--- src/rtl/mult_div_pkg.sv ---
// mult_div_pkg: op encodings and FSM state type for the multiply-divide unit
package mult_div_pkg;
    localparam logic [1:0] OP_MULTU = 2'b00;
    localparam logic [1:0] OP_MULT  = 2'b01;
    localparam logic [1:0] OP_DIVU  = 2'b10;
    localparam logic [1:0] OP_DIV   = 2'b11;
    typedef enum logic [1:0] {IDLE, CALC, FIX} state_t;
endpackage

--- src/rtl/mult_div_datapath.sv ---
// mult_div_datapath: radix-2 shift-add multiply / restoring divide with sign handling
module mult_div_datapath
    import mult_div_pkg::*;
#(
    parameter int DATA_WIDTH = 32
) (
    input  logic                  CLK,
    input  logic                  RST,
    input  logic                  init,
    input  logic                  step,
    input  logic                  fix,
    input  logic [1:0]            op,
    input  logic [DATA_WIDTH-1:0] operand1,
    input  logic [DATA_WIDTH-1:0] operand2,
    output logic [DATA_WIDTH-1:0] hi,
    output logic [DATA_WIDTH-1:0] lo,
    output logic                  div_by_zero
);
    localparam int W = DATA_WIDTH;
    logic [W-1:0] acc, mq, dvs, orig, diff;
    logic is_div, neg_lo, neg_hi, dz, sgn, sa, sb, ge;
    logic [W:0] sum, sh;
    logic [2*W-1:0] prod;
    // operand signs, one iteration of add-shift / compare-subtract, and the signed product
    always_comb begin
        sgn  = (op == OP_MULT) || (op == OP_DIV);
        sa   = sgn & operand1[W-1];
        sb   = sgn & operand2[W-1];
        sum  = {1'b0, acc} + (mq[0] ? {1'b0, dvs} : '0);
        sh   = {acc, mq[W-1]};
        ge   = sh >= {1'b0, dvs};
        diff = sh[W-1:0] - dvs;
        prod = neg_lo ? -{acc, mq} : {acc, mq};
    end
    // magnitudes are latched on init, iterated on step, sign-corrected into hi/lo on fix
    always_ff @(posedge CLK) begin
        if (RST) begin
            acc         <= '0;
            mq          <= '0;
            dvs         <= '0;
            orig        <= '0;
            is_div      <= 1'b0;
            neg_lo      <= 1'b0;
            neg_hi      <= 1'b0;
            dz          <= 1'b0;
            hi          <= '0;
            lo          <= '0;
            div_by_zero <= 1'b0;
        end else if (init) begin
            acc    <= '0;
            mq     <= sa ? -operand1 : operand1;
            dvs    <= sb ? -operand2 : operand2;
            orig   <= operand1;
            is_div <= (op == OP_DIVU) || (op == OP_DIV);
            neg_lo <= sa ^ sb;
            neg_hi <= sa;
            dz     <= ((op == OP_DIVU) || (op == OP_DIV)) && (operand2 == '0);
        end else if (step) begin
            acc <= is_div ? (ge ? diff : sh[W-1:0]) : sum[W:1];
            mq  <= is_div ? {mq[W-2:0], ge} : {sum[0], mq[W-1:1]};
        end else if (fix) begin
            div_by_zero <= dz;
            lo <= !is_div ? prod[W-1:0] : dz ? '1 : neg_lo ? -mq : mq;
            hi <= !is_div ? prod[2*W-1:W] : dz ? orig : neg_hi ? -acc : acc;
        end
    end
endmodule

--- src/rtl/mult_div_unit.sv ---
// mult_div_unit: multi-cycle MULTU/MULT/DIVU/DIV unit with start/busy/valid handshake
module mult_div_unit
    import mult_div_pkg::*;
#(
    parameter int DATA_WIDTH = 32
) (
    input  logic                  CLK,
    input  logic                  RST,
    input  logic                  start,
    input  logic [1:0]            op,
    input  logic [DATA_WIDTH-1:0] Operand1,
    input  logic [DATA_WIDTH-1:0] Operand2,
    output logic [DATA_WIDTH-1:0] hi,
    output logic [DATA_WIDTH-1:0] lo,
    output logic                  busy,
    output logic                  valid,
    output logic                  div_by_zero
);
    localparam int CW = $clog2(DATA_WIDTH);
    state_t state, state_n;
    logic [CW-1:0] cnt;
    logic init, step, fix;
    assign busy = state != IDLE;
    // next-state and datapath strobes
    always_comb begin
        state_n = state;
        init    = 1'b0;
        step    = 1'b0;
        fix     = 1'b0;
        case (state)
            IDLE: begin
                init    = start;
                state_n = start ? CALC : IDLE;
            end
            CALC: begin
                step    = 1'b1;
                state_n = (cnt == CW'(DATA_WIDTH - 1)) ? FIX : CALC;
            end
            FIX: begin
                fix     = 1'b1;
                state_n = IDLE;
            end
            default: state_n = IDLE;
        endcase
    end
    // state, iteration counter and the completion pulse
    always_ff @(posedge CLK) begin
        if (RST) begin
            state <= IDLE;
            cnt   <= '0;
            valid <= 1'b0;
        end else begin
            state <= state_n;
            cnt   <= step ? cnt + CW'(1) : '0;
            valid <= fix;
        end
    end
    mult_div_datapath #(.DATA_WIDTH(DATA_WIDTH)) u_dp (
        .CLK         (CLK),
        .RST         (RST),
        .init        (init),
        .step        (step),
        .fix         (fix),
        .op          (op),
        .operand1    (Operand1),
        .operand2    (Operand2),
        .hi          (hi),
        .lo          (lo),
        .div_by_zero (div_by_zero)
    );
endmodule

--- config.mk ---
export PLATFORM = sky130hd
export DESIGN_NAME = mult_div_unit
export DESIGN_NICKNAME = d
export VERILOG_FILES = /design/src/rtl/mult_div_pkg.sv /design/src/rtl/mult_div_datapath.sv /design/src/rtl/mult_div_unit.sv
export SDC_FILE = /design/constraint.sdc
export NUM_CORES = 1
export LEC_CHECK = 0
export BUFFER_PORTS_ARGS = -buffer_cell sky130_fd_sc_hd__buf_2
export CORE_MARGIN = 5
export CORE_UTILIZATION = 44
export DETAILED_ROUTE_END_ITERATION = 8
export PLACE_DENSITY = 0.66
export SLEW_MARGIN = 20
export SYNTH_ARGS = -nofsm -noshare
export SYNTH_HDL_FRONTEND = slang
export SYNTH_SLANG_ARGS = --single-unit
export TNS_END_PERCENT = 5
--- constraint.sdc ---
create_clock -name CLK -period 5.4 [get_ports CLK]
set_input_delay 1.08 -clock CLK [delete_from_list [all_inputs] [get_ports CLK]]
set_output_delay 1.08 -clock CLK [all_outputs]
set_load 0.01 [all_outputs]
==> impl_results.md <==
- Layout Skew: 14.2 ps
- Fmax: ~0.24 GHz
- # port buffers: roughly 140
- Critical path class: flop to flop
- Worst skew pair latency: around 550 ps
- Mapped Cells: around 2100
- Reg2reg setup slack: about 1300 ps
- Endpoint class of the critical path: flop
- Fin crit share: 76.8%
- Ys flop type: dfxtp_1
- Die Ht: approximately 200 um
- Seq/Total Area, Yosys: roughly a quarter
- Cells after DPL: between 2000 and 3000
- Vias in the first global route: ~15000
- Hold slack: roughly 460 ps
- Final setup violation count: 0
- Reg-to-reg critical path endpoint: u_dp.acc[28]$_SDFFE_PP0N_
- CP Launch Type: flop
- Pwr dens: 280 mW/mm^2
- Reg2reg start: u_dp.mq[0]$_SDFFE_PP0N_
- Actual slew at the worst max-slew pin: ~960 ps
- Maximum VDD drop: roughly 0.26 mV
- Synthesized area per cell: ~7.4 um^2
- Die Wd: 198 um
- Layout cells sized above 1: 12.0%
- Core Box Area: 0.0346 mm^2
- Detailed-route DRC error count: 0
- Setup crit start: u_dp.mq[0]$_SDFFE_PP0N_
- Fin crit period: about 4100 ps
- Max clock buf depth: 3
- Die area: roughly 0.039 mm^2
- Dpl hpwl: 40400 um
- Total grt overflow: 0
- Async set or reset register ratio after synthesis: 0%
- Root Buffer: clkbuf_16
- Syn Std Cell Area: approximately 0.015 mm^2
- Final hold viol count: 0
- First-pass GRT wire length: approximately 83000 um
- Number of setup buffers added after CTS: 0
- Unrepaired setup endpoints after global routing: false
- H-tree levels: 1
- Leak: 6.83 nW
- Routed wire per std cell: slightly above 20 um
- Crit path arrival time: around 4600 ps
- # diodes: 0
- Post-Layout Cell Count: around 2600
- R2R depth: 13
- Worst setup margin: ~1300 ps
- Synth Warn #: 0
- DRT Wirelength: between 50000 and 60000 um
- GR Util All Layers: between 20% and 30%
- Hold depth: 2
- Gp weighted congestion: roughly 0.95
- Mapped Nets: 2225
- Vias: approximately 16000
- Final Max Tran Viols: 0
- EDFF count, synth: 0
- Antenna violations before repair: 1
- Setup TNS: 0 ps
- Via-per-instance ratio: a little over 6
- Nets: around 2300
- Worst EP required: approximately 6000 ps
- Resized Gates After CTS: 0
- Hold crit path type: flop to flop
- CTS tree: done
- Initial DRC Count: around 1600
- Largest net degree at the start of global routing: between 80 and 90
- TritonCTS Sinks: 205
- Starting density of the core: about 45%
- Netlist cell types: about 70
- CTS Buf Count: 25
- CP max FO: 30
- Reg clk slew, reported paths: approximately 60 ps
- Dpl ws: approximately 1300 ps
- Cts hold-fix bufs: 0
- Ports: around 140
- Max-slew headroom: 35.9%
- FF+latch count, synth: ~200
- Row cnt: 68
- Setup crit end: u_dp.acc[28]$_SDFFE_PP0N_
- ANT nets after route: 0
- Outcome: complete, no violations
- MaxCap Viol Count: 0
- Area Growth Syn to Fin: 11.6%
- Detailed Routing Iterations Pass 1: 5
-- how the worst min path moves through the flow --
| stage | startpoint | endpoint | slack [ps] |
|---|---|---|---|
| 3_3_place_gp | cnt[0]$_SDFF_PP0_ | cnt[0]$_SDFF_PP0_ | 430 |
| 5_1_grt | u_dp.orig[2]$_SDFFE_PP0P_ | u_dp.orig[2]$_SDFFE_PP0P_ | 470 |
| 4_1_cts | u_dp.dvs[31]$_SDFFE_PP0P_ | u_dp.dvs[31]$_SDFFE_PP0P_ | 450 |
| 3_5_place_dp | u_dp.orig[5]$_SDFFE_PP0P_ | u_dp.orig[5]$_SDFFE_PP0P_ | 450 |
| 6_report | u_dp.orig[14]$_SDFFE_PP0P_ | u_dp.orig[14]$_SDFFE_PP0P_ | 460 |
| 2_1_floorplan | cnt[0]$_SDFF_PP0_ | cnt[0]$_SDFF_PP0_ | 420 |
-- cell type report --
type / count / area [um^2]
clock buffer: 32 / 692
tap: 455 / 569
multi-input combinational: 1654 / 10500
sequential: 205 / 4110
fill: 3451 / 17400
inverter: 63 / 236
timing repair buffer: 172 / 956
clock inverter: 13 / 195
-- Yosys cell counts, types with 46 or more instances --
cell,instances,area [um^2]
a211oi_1,108,811
a21oi_1,168,841
clkbuf_1,137,514
dfxtp_1,205,4100
ha_1,70,876
inv_1,63,236
mux2i_1,46,460
nand2_1,211,792
nor2_1,227,852
o21ai_0,171,856
xnor2_1,85,744
xor2_1,96,841
-- routing by layer --
| layer | track usage (%) | part of all wire, % | vias up |
|---|---|---|---|
| met4 | 7.27 | 2.7 | 2 |
| li1 | - | - | 7609 |
| met5 | 0 | 0.032 | - |
| met1 | 39.1 | 46 | 7426 |
| met2 | 39.1 | 42 | 755 |
| met3 | 4.35 | 9.4 | 102 |
-- worst max-delay path, stage by stage, from the launching register on --
cell,delay [ps]
dfxtp_1,500
inv_1,170
buf_4,270
nor2_1,210
ha_1,320
a21o_1,200
a21o_1,170
a211o_1,310
nor4_1,610
o21ai_0,420
a21oi_1,330
xnor2_1,210
o21ai_0,130
a21boi_0,190
-- metrics by stage --
| step | area [um^2] | utilization, % | power [mW] |
|---|---|---|---|
| CTS | 17300 | 49.8 | 4.83 |
| detailed placement | 16400 | 47.3 | 3.00 |
| global route | 17300 | 49.9 | 5.04 |
| global placement | 16400 | 47.3 | 2.99 |
| floorplan | 15500 | - | 2.62 |
| finish | 17300 | 49.9 | 4.83 |
-- power breakdown --
| group | total (mW) | switching, mW | internal, mW |
|---|---|---|---|
| Clock | 1.83 | 0.721 | 1.11 |
| Sequential | 1.70 | 0.116 | 1.59 |
| Combinational | 1.30 | 0.815 | 0.489 |
| Total | 4.83 | 1.65 | 3.18 |
-- cell families (layout without fill, tap and decap cells) --
family	after synthesis	in the layout	synth area share, %
mux	65	65	4.36
simple gates	670	670	20.0
buf+inv	225	280	5.72
flops	205	205	26.5
compound gates	666	666	27.3
xor+xnor	181	181	10.2
fa+ha+maj	72	72	5.92
-- flip-flops by register name, indices dropped and copies added (netlist names), 2 cells and up --
signal     count
u_dp.dvs      32
u_dp.mq       32
u_dp.acc      32
cnt            5
u_dp.lo       32
u_dp.hi       32
state          2
u_dp.orig     32
-- layout by cell type, fill, tap and decap left out, drive strengths merged, types with 35 or more instances in the layout --
master,count
nor2,227
nand2,211
dfxtp,205
o21ai,173
buf,172
a21oi,168
a211oi,108
xor2,96
xnor2,85
ha,70
inv,65
mux2i,46
nand3,38
nor3,35
(Power assumes the default switching activity.)
